`src/rtl/cu_pkg.sv`:
```
// Shared types for the control unit: opcodes, state encoding, ALU_op and
// BusDataSelect codes, opcode classes and the opcode-to-ALU_op table.
// Optional feature macro: CU_SINGLE_STEP_EN adds the IDLE state.
package cu_pkg;

    // Opcodes, ir[31:27]
    localparam logic [4:0] OP_LD   = 5'b00000;
    localparam logic [4:0] OP_LDI  = 5'b00001;
    localparam logic [4:0] OP_ST   = 5'b00010;
    localparam logic [4:0] OP_ADD  = 5'b00011;
    localparam logic [4:0] OP_SUB  = 5'b00100;
    localparam logic [4:0] OP_AND  = 5'b00101;
    localparam logic [4:0] OP_OR   = 5'b00110;
    localparam logic [4:0] OP_ROR  = 5'b00111;
    localparam logic [4:0] OP_ROL  = 5'b01000;
    localparam logic [4:0] OP_SHR  = 5'b01001;
    localparam logic [4:0] OP_SHRA = 5'b01010;
    localparam logic [4:0] OP_SHL  = 5'b01011;
    localparam logic [4:0] OP_ADDI = 5'b01100;
    localparam logic [4:0] OP_ANDI = 5'b01101;
    localparam logic [4:0] OP_ORI  = 5'b01110;
    localparam logic [4:0] OP_BR   = 5'b10011;
    localparam logic [4:0] OP_IN   = 5'b10110;
    localparam logic [4:0] OP_OUT  = 5'b10111;
    localparam logic [4:0] OP_NOP  = 5'b11010;
    localparam logic [4:0] OP_HALT = 5'b11011;

    // ALU_op codes
    localparam logic [3:0] ALU_NONE = 4'd0;
    localparam logic [3:0] ALU_ADD  = 4'd1;
    localparam logic [3:0] ALU_SUB  = 4'd2;
    localparam logic [3:0] ALU_AND  = 4'd3;
    localparam logic [3:0] ALU_OR   = 4'd4;
    localparam logic [3:0] ALU_ROR  = 4'd5;
    localparam logic [3:0] ALU_ROL  = 4'd6;
    localparam logic [3:0] ALU_SHR  = 4'd7;
    localparam logic [3:0] ALU_SHRA = 4'd8;
    localparam logic [3:0] ALU_SHL  = 4'd9;

    // BusDataSelect codes
    localparam logic [4:0] BUS_NONE   = 5'b00000;
    localparam logic [4:0] BUS_GPR    = 5'b10000;
    localparam logic [4:0] BUS_ZLO    = 5'b10011;
    localparam logic [4:0] BUS_PC     = 5'b10100;
    localparam logic [4:0] BUS_MDR    = 5'b10101;
    localparam logic [4:0] BUS_INPORT = 5'b10110;
    localparam logic [4:0] BUS_CEXT   = 5'b10111;

    typedef enum logic [3:0] {
        ST_T0   = 4'd0,
        ST_T1   = 4'd1,
        ST_T2   = 4'd2,
        ST_T3   = 4'd3,
        ST_T4   = 4'd4,
        ST_T5   = 4'd5,
        ST_T6   = 4'd6,
        ST_T7   = 4'd7,
        ST_T8   = 4'd8,
        ST_T9   = 4'd9,
        ST_HALT = 4'd10
`ifdef CU_SINGLE_STEP_EN
        , ST_IDLE = 4'd11
`endif
    } state_t;

    typedef enum logic [3:0] {
        CL_RTYPE, CL_IMM, CL_LDI, CL_LD, CL_ST, CL_IN, CL_OUT,
        CL_BR, CL_NOP, CL_HALT, CL_ILL
    } op_class_t;

    typedef struct packed {
        logic       incPC, e_PC, e_IR, e_Y, e_Z, e_HI, e_LO, e_MDR;
        logic       e_MAR, e_GP, e_OutPort, e_InPort, e_RA, e_CON_FF;
        logic       ram_read, ram_write, MDR_read;
        logic       Gra, Grb, Grc, e_Rin, e_Rout, BAout, imm_sel;
        logic [3:0] alu_op;
        logic [4:0] bus_sel;
    } ctrl_t;

    localparam int CTRL_W = $bits(ctrl_t);

    function automatic op_class_t op_class(input logic [4:0] op);
        case (op)
            OP_ADD, OP_SUB, OP_AND, OP_OR, OP_ROR,
            OP_ROL, OP_SHR, OP_SHRA, OP_SHL:   return CL_RTYPE;
            OP_ADDI, OP_ANDI, OP_ORI:          return CL_IMM;
            OP_LDI:                            return CL_LDI;
            OP_LD:                             return CL_LD;
            OP_ST:                             return CL_ST;
            OP_IN:                             return CL_IN;
            OP_OUT:                            return CL_OUT;
            OP_BR:                             return CL_BR;
            OP_NOP:                            return CL_NOP;
            OP_HALT:                           return CL_HALT;
            default:                           return CL_ILL;
        endcase
    endfunction

    // Memory and branch instructions compute their address with an add.
    function automatic logic [3:0] alu_for_op(input logic [4:0] op);
        case (op)
            OP_ADD, OP_ADDI, OP_LD, OP_LDI, OP_ST, OP_BR: return ALU_ADD;
            OP_SUB:                                       return ALU_SUB;
            OP_AND, OP_ANDI:                              return ALU_AND;
            OP_OR, OP_ORI:                                return ALU_OR;
            OP_ROR:                                       return ALU_ROR;
            OP_ROL:                                       return ALU_ROL;
            OP_SHR:                                       return ALU_SHR;
            OP_SHRA:                                      return ALU_SHRA;
            OP_SHL:                                       return ALU_SHL;
            default:                                      return ALU_NONE;
        endcase
    endfunction

endpackage

```
`src/rtl/cu_decode.sv`:
```
// Combinational decode of (state, opcode, con) into the datapath control word.
// Ports: state_i current state, opcode_i ir[31:27], con_i branch condition,
//        ctrl_o packed ctrl_t control word (all zero outside named steps).
module cu_decode
    import cu_pkg::*;
(
    input  logic [3:0]        state_i,
    input  logic [4:0]        opcode_i,
    input  logic              con_i,
    output logic [CTRL_W-1:0] ctrl_o
);

    ctrl_t     c;
    op_class_t cls;

    always_comb begin
        c         = '0;
        c.bus_sel = BUS_NONE;
        cls       = op_class(opcode_i);
        case (state_t'(state_i))
            ST_T0: begin c.bus_sel = BUS_PC; c.e_MAR = 1'b1; c.incPC = 1'b1; end
            ST_T1: c.ram_read = 1'b1;
            ST_T2: begin c.MDR_read = 1'b1; c.e_MDR = 1'b1; end
            ST_T3: begin c.bus_sel = BUS_MDR; c.e_IR = 1'b1; end
            ST_T4: case (cls)
                CL_RTYPE, CL_IMM: begin
                    c.Grb = 1'b1; c.e_Rout = 1'b1; c.bus_sel = BUS_GPR; c.e_Y = 1'b1;
                end
                CL_LDI, CL_LD, CL_ST: begin
                    c.Grb = 1'b1; c.BAout = 1'b1; c.bus_sel = BUS_GPR; c.e_Y = 1'b1;
                end
                CL_IN:  c.e_InPort = 1'b1;
                CL_OUT: begin
                    c.Gra = 1'b1; c.e_Rout = 1'b1; c.bus_sel = BUS_GPR; c.e_OutPort = 1'b1;
                end
                CL_BR: begin
                    c.Gra = 1'b1; c.e_Rout = 1'b1; c.bus_sel = BUS_GPR; c.e_CON_FF = 1'b1;
                end
                default: ;
            endcase
            ST_T5: case (cls)
                CL_RTYPE: begin
                    c.Grc = 1'b1; c.e_Rout = 1'b1; c.bus_sel = BUS_GPR;
                    c.alu_op = alu_for_op(opcode_i); c.e_Z = 1'b1;
                end
                CL_IMM, CL_LDI, CL_LD, CL_ST: begin
                    c.bus_sel = BUS_CEXT; c.imm_sel = 1'b1;
                    c.alu_op = alu_for_op(opcode_i); c.e_Z = 1'b1;
                end
                CL_IN: begin c.bus_sel = BUS_INPORT; c.Gra = 1'b1; c.e_Rin = 1'b1; end
                CL_BR: begin c.bus_sel = BUS_PC; c.e_Y = 1'b1; end
                default: ;
            endcase
            ST_T6: case (cls)
                CL_RTYPE, CL_IMM, CL_LDI: begin
                    c.bus_sel = BUS_ZLO; c.Gra = 1'b1; c.e_Rin = 1'b1;
                end
                CL_LD, CL_ST: begin c.bus_sel = BUS_ZLO; c.e_MAR = 1'b1; end
                CL_BR: begin
                    c.bus_sel = BUS_CEXT; c.imm_sel = 1'b1;
                    c.alu_op = ALU_ADD; c.e_Z = 1'b1;
                end
                default: ;
            endcase
            ST_T7: case (cls)
                CL_LD: c.ram_read = 1'b1;
                // Store data goes onto the bus from Ra; MDR latches from the bus, not memory.
                CL_ST: begin
                    c.Gra = 1'b1; c.e_Rout = 1'b1; c.bus_sel = BUS_GPR; c.e_MDR = 1'b1;
                end
                CL_BR: if (con_i) begin c.e_PC = 1'b1; c.bus_sel = BUS_ZLO; end
                default: ;
            endcase
            ST_T8: case (cls)
                CL_LD: begin c.MDR_read = 1'b1; c.e_MDR = 1'b1; end
                CL_ST: c.ram_write = 1'b1;
                default: ;
            endcase
            ST_T9: if (cls == CL_LD) begin
                c.bus_sel = BUS_MDR; c.Gra = 1'b1; c.e_Rin = 1'b1;
            end
            default: ;
        endcase
    end

    assign ctrl_o = c;

endmodule

```
`src/rtl/control_unit.sv`:
```
// Control unit: state register and next-state logic; cu_decode drives controls.
// Ports: clock_i, clear_i (sync active-low), ir_i, con_i, [step_i], datapath
//        controls (*_o), run_o, illegal_o. Macro CU_SINGLE_STEP_EN adds step_i/IDLE.
module control_unit
    import cu_pkg::*;
(
    input  logic       clock_i,
    input  logic       clear_i,
    input  logic [31:0] ir_i,
    input  logic       con_i,
`ifdef CU_SINGLE_STEP_EN
    input  logic       step_i,
`endif
    output logic       incPC_o,
    output logic       e_PC_o,
    output logic       e_IR_o,
    output logic       e_Y_o,
    output logic       e_Z_o,
    output logic       e_HI_o,
    output logic       e_LO_o,
    output logic       e_MDR_o,
    output logic       e_MAR_o,
    output logic       e_GP_o,
    output logic       e_OutPort_o,
    output logic       e_InPort_o,
    output logic       e_RA_o,
    output logic       e_CON_FF_o,
    output logic       ram_read_o,
    output logic       ram_write_o,
    output logic       MDR_read_o,
    output logic       Gra_o,
    output logic       Grb_o,
    output logic       Grc_o,
    output logic       e_Rin_o,
    output logic       e_Rout_o,
    output logic       BAout_o,
    output logic       imm_sel_o,
    output logic [3:0] ALU_op_o,
    output logic [4:0] BusDataSelect_o,
    output logic       run_o,
    output logic       illegal_o
);

`ifdef CU_SINGLE_STEP_EN
    localparam state_t ST_DONE = ST_IDLE;
`else
    localparam state_t ST_DONE = ST_T0;
`endif

    state_t            state_q, state_d;
    logic              illegal_q, illegal_d;
    op_class_t         cls;
    logic [CTRL_W-1:0] ctrl_vec;
    ctrl_t             ctrl;
    logic              ir_unused;

    // Only the opcode field steers control; operand fields belong to the datapath.
    assign ir_unused = ^ir_i[26:0];

    always_ff @(posedge clock_i) begin
        if (!clear_i) begin
            state_q   <= ST_DONE;
            illegal_q <= 1'b0;
        end else begin
            state_q   <= state_d;
            illegal_q <= illegal_d;
        end
    end

    always_comb begin
        state_d   = state_q;
        illegal_d = illegal_q;
        cls       = op_class(ir_i[31:27]);
        case (state_q)
            ST_T0: state_d = ST_T1;
            ST_T1: state_d = ST_T2;
            ST_T2: state_d = ST_T3;
            ST_T3: state_d = ST_T4;
            ST_T4: case (cls)
                CL_OUT, CL_NOP: state_d = ST_DONE;
                CL_HALT: begin state_d = ST_HALT; illegal_d = 1'b0; end
                CL_ILL:  begin state_d = ST_HALT; illegal_d = 1'b1; end
                default: state_d = ST_T5;
            endcase
            // From T5 on, anything not continuing (including an ir changed
            // mid-instruction) simply finishes the instruction.
            ST_T5: state_d = (cls == CL_IN) ? ST_DONE : ST_T6;
            ST_T6: state_d = (cls inside {CL_LD, CL_ST, CL_BR}) ? ST_T7 : ST_DONE;
            ST_T7: state_d = (cls inside {CL_LD, CL_ST}) ? ST_T8 : ST_DONE;
            ST_T8: state_d = (cls == CL_LD) ? ST_T9 : ST_DONE;
            ST_T9: state_d = ST_DONE;
            ST_HALT: state_d = ST_HALT;
`ifdef CU_SINGLE_STEP_EN
            ST_IDLE: if (step_i) state_d = ST_T0;
`endif
            default: state_d = ST_DONE;
        endcase
    end

    cu_decode u_decode (
        .state_i  (state_q),
        .opcode_i (ir_i[31:27]),
        .con_i    (con_i),
        .ctrl_o   (ctrl_vec)
    );

    // Holding clear low silences every control immediately, not just after the edge.
    assign ctrl = clear_i ? ctrl_t'(ctrl_vec) : '0;

    assign incPC_o         = ctrl.incPC;
    assign e_PC_o          = ctrl.e_PC;
    assign e_IR_o          = ctrl.e_IR;
    assign e_Y_o           = ctrl.e_Y;
    assign e_Z_o           = ctrl.e_Z;
    assign e_HI_o          = ctrl.e_HI;
    assign e_LO_o          = ctrl.e_LO;
    assign e_MDR_o         = ctrl.e_MDR;
    assign e_MAR_o         = ctrl.e_MAR;
    assign e_GP_o          = ctrl.e_GP;
    assign e_OutPort_o     = ctrl.e_OutPort;
    assign e_InPort_o      = ctrl.e_InPort;
    assign e_RA_o          = ctrl.e_RA;
    assign e_CON_FF_o      = ctrl.e_CON_FF;
    assign ram_read_o      = ctrl.ram_read;
    assign ram_write_o     = ctrl.ram_write;
    assign MDR_read_o      = ctrl.MDR_read;
    assign Gra_o           = ctrl.Gra;
    assign Grb_o           = ctrl.Grb;
    assign Grc_o           = ctrl.Grc;
    assign e_Rin_o         = ctrl.e_Rin;
    assign e_Rout_o        = ctrl.e_Rout;
    assign BAout_o         = ctrl.BAout;
    assign imm_sel_o       = ctrl.imm_sel;
    assign ALU_op_o        = ctrl.alu_op;
    assign BusDataSelect_o = ctrl.bus_sel;

    assign run_o     = clear_i && (state_q != ST_HALT);
    assign illegal_o = clear_i && (state_q == ST_HALT) && illegal_q;

endmodule

```
`config.mk`:
```
export PLATFORM = sky130hd
export DESIGN_NAME = control_unit
export DESIGN_NICKNAME = d
export VERILOG_FILES = /design/src/rtl/cu_pkg.sv /design/src/rtl/cu_decode.sv /design/src/rtl/control_unit.sv
export SDC_FILE = /design/constraint.sdc
export NUM_CORES = 1
export LEC_CHECK = 0
export ABC_AREA = 1
export BUFFER_PORTS_ARGS = -buffer_cell sky130_fd_sc_hd__buf_2
export CORE_MARGIN = 8
export CORE_UTILIZATION = 41
export DETAILED_ROUTE_END_ITERATION = 8
export GPL_TIMING_DRIVEN = 0
export PLACE_DENSITY = 0.81
export SLEW_MARGIN = 20
export SYNTH_ARGS = -nofsm -noshare
export SYNTH_HDL_FRONTEND = slang
export SYNTH_SLANG_ARGS = --single-unit
```
`constraint.sdc`:
```
create_clock -name clock_i -period 1.7 [get_ports clock_i]
set_clock_uncertainty 0.1 [all_clocks]
set_input_delay 0.085 -clock clock_i [delete_from_list [all_inputs] [get_ports clock_i]]
set_output_delay 0.085 -clock clock_i [all_outputs]
set_load 0.05 [all_outputs]
```
==> metrics.cfg, run 1 <==
[cts]
h-tree-depth=1
clkTransAtPathRegs_ns=0.04
cts_made_buffers=3
cts_sinks=5
clk_latency_ns=0.25
cts-root-buf=clkbuf_4
cts-hold-fix-buffers=0
cts_tree=yes
cts_buffer_depth=2

[route]
drc=0
routed_via_density=6.137
final_antenna_net_count=0
routed_wirelength_microns=5351
dr.pass1.iters=7
vias=1706
wl_per_cell_microns=19.25
drtIter0Drc=159

[power_and_ir_drop]
p_per_area_nw_per_um2=830.7
p_leak_nw=0.9304
ir_drop_mv=1.095

[synthesis]
synth-simple-area-share_pct=61.62
ys_seq_area_share_pct=10.44
synthAdderAreaFrac_pct=0
synth_xor_area_share_pct=0
synthMuxAreaShare_pct=0
ys_types=30
synth_compound_area_share_pct=12.92
synthCells=184
ys_warn_count=0
synth_area_sq_um=958.4
synth_area_leader_cell=nor2_1
synth_area_leaders=nor2_1 (15%), nand2_1 (14%), nand3_1 (13%)
synth_top_family_by_area=simple AND/OR/NAND/NOR gates
ys_seq_elements=5
avgSynthCellArea_sq_um=5.209
synth_top_cell_area_share_pct=15.27

[grt]
grt-ovfl-total=0
grt_use_total_pct=19.87
grt_pass1_vias=1523
grt_pass1_wl_microns=6893
grt_max_degree=11
antenna_found_initial=0

[worst_setup_path]
r2r_end=state_q[1]
critPathCaptureType=output port
max_stage_delay_ns=0.24
critPathLaunchType=primary input
cp_top_family=simple AND/OR/NAND/NOR gates
cp.depth=12
cp.required_ns=1.51
crit_end=BusDataSelect_o[2]
crit_buf_inv=4
critPathKind=primary input to output port
crit_chain=clkbuf_4 -> inv_2 -> nor2_1 -> nand3b_4 -> nand2_4 -> nand3_1 -> nor3_2 -> nor2_1 -> nand3_1 -> nand2_1 -> inv_1 -> buf_6
reg2reg_setup_slack_ns=0.09
reg2reg_depth=9
cp.arrival_ns=1.75
crit_start=ir_i[28]
cp_max_fo=6
timing.rr.start=state_q[0]
cp_slowest_cell=nor3_2

[timing]
hold_slack_ns=0.1292
final_max_slew_viol_count=0
rsz0062_at_grt=yes
hold_viol_final=0
layout_setup_ws_ns=-0.2396
fmax_mhz=515.6
relSlewSlack_pct=49.56
finalCriticalPeriod_ns=1.940
post-route-period-util_pct=114.1
tightest_slew_ns=0.7566
setup_viol=24

[placement]
post-dp-hpwl_microns=2650
io_buffer_count=35
dpl_worst_slack_ns=-0.3616
gp_congestion=0.8890

[hold_path]
hp-class=primary input to flop

[layout]
final_cell_mix=buf_4 (36), nand2_1 (27), nand3_1 (18), nor2_1 (18), buf_6 (18)
diodes=0
area_growth_pct=100.5
finish.utilization_pct=86.88
final_common_cell=buf_4
fillers=108
final_nets=286
drive_gt1_share_pct=60.00

[status]
status=finished, violations left
failed_checks=setup timing

[floorplan]
die_w_microns=64.35
ios=70
core_area_sq_um=2212
die_area_sq_um=4141
initial_core_util_pct=43.33
die_h_microns=64.35
row_count=17

[job]
cap_violations=0

## kinds of logic (layout without fill, tap and decap cells)
| kind of cell | count (synthesis) | count (layout) |
|---|---|---|
| simple gates | 125 | 125 |
| flops | 5 | 5 |
| other cells | 1 | 5 |
| compound gates | 21 | 21 |
| buf+inv | 32 | 94 |
## layer usage
layer | GRT usage [%] | vias to the layer above | routed length [microns]
met5 | 0 | - | 0
met4 | 6.267 | 0 | 311
met3 | 4.704 | 49 | 660
met2 | 33.91 | 155 | 2483
met1 | 23.79 | 761 | 1895
li1 | - | 741 | -
## repair_timing
action | in CTS | in global routing
buffers inserted | 17 | 6
pin swaps | 23 | 16
cloned | 0 | 0
endpoints found under the setup margin | 26 | 30
gates resized for setup | 86 | 49
## sequential cells by signal (all words and copies together), names as in the netlist
register   count
illegal_q      1
state_q        4
## cells in the mapped netlist
cell type	instances
a2111oi_0	1
a21oi_1	11
a31o_2	1
a31oi_1	1
and3_1	1
buf_2	1
buf_4	5
clkbuf_1	3
conb_1	1
dfxtp_1	5
inv_1	21
inv_2	2
nand2_1	36
nand2_2	3
nand2_4	2
nand3_1	25
nand3_2	1
nand3b_1	1
nand3b_2	1
nand4_1	6
nor2_1	39
nor2_2	2
nor2_4	2
nor3_1	4
nor4_1	1
nor4b_1	1
o2111ai_1	1
o211ai_1	1
o21ai_0	4
o21ai_2	1
## worst min path at each step
stage / startpoint / end / depth (start not counted)
floorplan: ir_i[28] / ALU_op_o[1] / 1
global route: clear_i / state_q[3] / 3
global placement: illegal_q / illegal_q / 2
CTS: clear_i / state_q[3] / 3
finish: clear_i / state_q[3] / 3
detailed placement: illegal_q / illegal_q / 2
## report_power, final
part           total, W  leakage, nW  internal [W]  switching, W
clock network  0.000146       0.0150     0.0000892     0.0000566
logic           0.00125        0.873      0.000431      0.000820
registers      0.000200       0.0427      0.000153     0.0000473
total           0.00160        0.930      0.000673      0.000924
## stage by stage
step	instances	area [sq um]	power [W]	setup TNS (ns)
finish	278	1922	0.001597	-3.105
global route	278	1922	0.001651	-4.540
CTS	272	1747	0.001413	-0.7128
detailed placement	251	1318	0.0009510	-3.186
global placement	251	1318	0.0009431	-2.856
floorplan	188	1107	0.0008112	-1.410
## cell type report
class	count	area, sq um	share of cell area (%)
multi-input cells	151	1102	57.36
inverters	23	91.34	4.753
well taps	28	35.03	1.823
repair buffers	58	500.5	26.04
plain buffers	9	58.81	3.060
flip-flops and latches	5	107.6	5.599
clock buffers	4	26.28	1.367
## worst min-delay path: cells and delay by family
| kind | cells | cell delay, ns |
|---|---|---|
| buffers and inverters | 2 | 0.23 |
| and+or+nand+nor | 1 | 0.12 |
Note: power is estimated with default switching activity, not from simulation.
==> run 2: changes to the inputs <==
CORE_UTILIZATION = 42   (was 41)
CTS_BUF_LIST = sky130_fd_sc_hd__clkbuf_2 sky130_fd_sc_hd__clkbuf_4 sky130_fd_sc_hd__clkbuf_8   (was default)
PLACE_DENSITY = 0.83   (was 0.81)
==> run 2 against run 1 <==
The flow still finishes with violations (setup timing); highest routed layer unchanged; combinational power shrank 6%; register-to-register slack gained 0.08 ns; sequential power is 10% higher; first-iteration DRC count is 19% higher.
==> metrics.cfg, run 2 (synthesized netlist as in run 1, its figures left out) <==
[worst_setup_path]
cp_slowest_cell=dfxtp_2
cp_max_fo=5
cp_top_family=simple AND/OR/NAND/NOR gates
max_stage_delay_ns=0.37
critPathCaptureType=output port
cp.arrival_ns=1.74
crit_buf_inv=4
crit_chain=inv_4 -> nor2_4 -> inv_2 -> nor2_4 -> nand2_4 -> nand2_4 -> o21ai_4 -> nand3_1 -> nand2_1 -> inv_1 -> buf_6
cp.required_ns=1.51
critPathLaunchType=flop
critPathKind=flop to output port

[floorplan]
die_area_sq_um=4067
die_w_microns=63.77
initial_core_util_pct=43.75
ios=70
die_h_microns=63.77
core_area_sq_um=2191
row_count=17

[route]
vias=1693
final_antenna_net_count=0
drtIter0Drc=190
dr.pass1.iters=5
routed_wirelength_microns=5506
wl_per_cell_microns=19.95
routed_via_density=6.134
drc=0

[timing]
relSlewSlack_pct=47.65
hold_viol_final=0
finalCriticalPeriod_ns=1.930
tightest_slew_ns=0.7852
finalSetupTns_ns=-2.483
fmax_mhz=518.2
final_max_slew_viol_count=0
layout_setup_ws_ns=-0.2296
post-route-period-util_pct=113.5
rsz0062_at_grt=yes
setup_viol=22

[hold_path]
hp-class=primary input to flop

[grt]
grt_use_total_pct=18.93
use_met1_pct=22.23
busiest_layer=met2
grtUsageMet3_pct=5.575
gr-usage-met2_pct=31.31
grt_pass1_wl_microns=6637
grt_pass1_vias=1468
grt_max_degree=11
antenna_found_initial=0
grt-ovfl-total=0

[layout]
top_regs=state_q: 4 flops, illegal_q: 1 flops
finalInstanceArea_sq_um=2007
regMostFlops=state_q
largest_reg_flops=4
final_common_cell=buf_4
final_nets=284
area_growth_pct=109.4
diodes=0
drive_gt1_share_pct=63.71
final_cell_mix=buf_4 (30), nand2_1 (23), buf_6 (20)

[status]
status=finished, violations left
failed_checks=setup timing

[cts]
cts-root-buf=clkbuf_4
h-tree-depth=1
clkTransAtPathRegs_ns=0.04
cts_sinks=5
cts-hold-fix-buffers=0
cts_tree=yes
clk_latency_ns=0.24
cts_buffer_depth=2
cts_made_buffers=3

[power_and_ir_drop]
pwr-share-comb_pct=76.3
p_seq_share_pct=14.2
swShare_pct=58.68
clkPwrFrac_pct=9.6
p_int_w=0.0006411
p_per_area_nw_per_um2=773.1
p_leak_nw=0.9420
ir_drop_mv=1.151
p_sw_w=0.0009105

[placement]
post_dp_cell_area_sq_um=1318
io_buffer_count=35
post-dp-hpwl_microns=2557
gp_congestion=0.9494

[job]
cap_violations=0

==> run 2: changes by cell type in the layout (fill, tap and decap cells not counted), moves of 3 or more <==
cell / change
inv_2: -3
nand2_2: +3
buf_4: -6
inv_4: +3
nor2_1: -4
nand2_1: -4
==> run 2: worst paths after layout <==
check	from	to	slack, ns	depth (start not counted)
worst min register to register	illegal_q	illegal_q	0.39	2
worst max-delay path	state_q[1]	BusDataSelect_o[2]	-0.23	11
worst min-delay path	clear_i	state_q[3]	0.12	3
worst max register to register	state_q[1]	state_q[2]	0.17	9
==> run 2: layout make-up <==
class	count	area [sq um]
multi-input combinational	152	1180
timing repair buffer	55	481.7
tap	28	35.03
inverter	23	108.9
fill	81	183.9
sequential	5	110.1
clock buffer	4	30.03
buffer	9	61.31
==> run 2: worst min-delay path, cell delays in order <==
cell	delay [ns]
clkbuf_2	0.18
nand2_1	0.11
inv_1	0.04
==> run 2: power by group through the flow <==
stage / Clock (W) / Combinational [W] / Sequential (W)
2_1_floorplan: 0 / 0.000647 / 0.000165
3_3_place_gp: 0 / 0.000773 / 0.000171
3_5_place_dp: 0 / 0.000777 / 0.000171
4_1_cts: 0.000151 / 0.000960 / 0.000193
5_1_grt: 0.000160 / 0.00122 / 0.000219
6_report: 0.000149 / 0.00118 / 0.000220
==> run 2: metrics by stage <==
step | total power, W | util [%] | std cells | worst slack [ns] | hold slack, ns
after global routing | 0.001603 | 91.60 | 276 | -0.2465 | 0.1489
after global placement | 0.0009439 | 60.14 | 251 | -0.3353 | 0.3783
after CTS | 0.001304 | 76.64 | 267 | -0.1204 | 0.1018
after floorplan | 0.0008112 | - | 188 | -0.2528 | 0.1469
final | 0.001552 | 91.60 | 276 | -0.2296 | 0.1226
after detailed placement | 0.0009485 | 60.14 | 251 | -0.3288 | 0.3837
==> run 2: metal layers <==
| metal | vias to the layer above | share of wire (%) |
|---|---|---|
| met5 | - | 0 |
| met4 | 0 | 4.7 |
| met3 | 33 | 11 |
| met2 | 163 | 47 |
| met1 | 769 | 37 |
| li1 | 728 | - |
==> run 2: what timing repair did <==
item | 4_1_cts | 5_1_grt
buffers inserted | 11 | 9
resized for setup | 81 | 75
endpoints found under the setup margin | 26 | 27
cloned | 1 | 0
pin swaps | 18 | 19
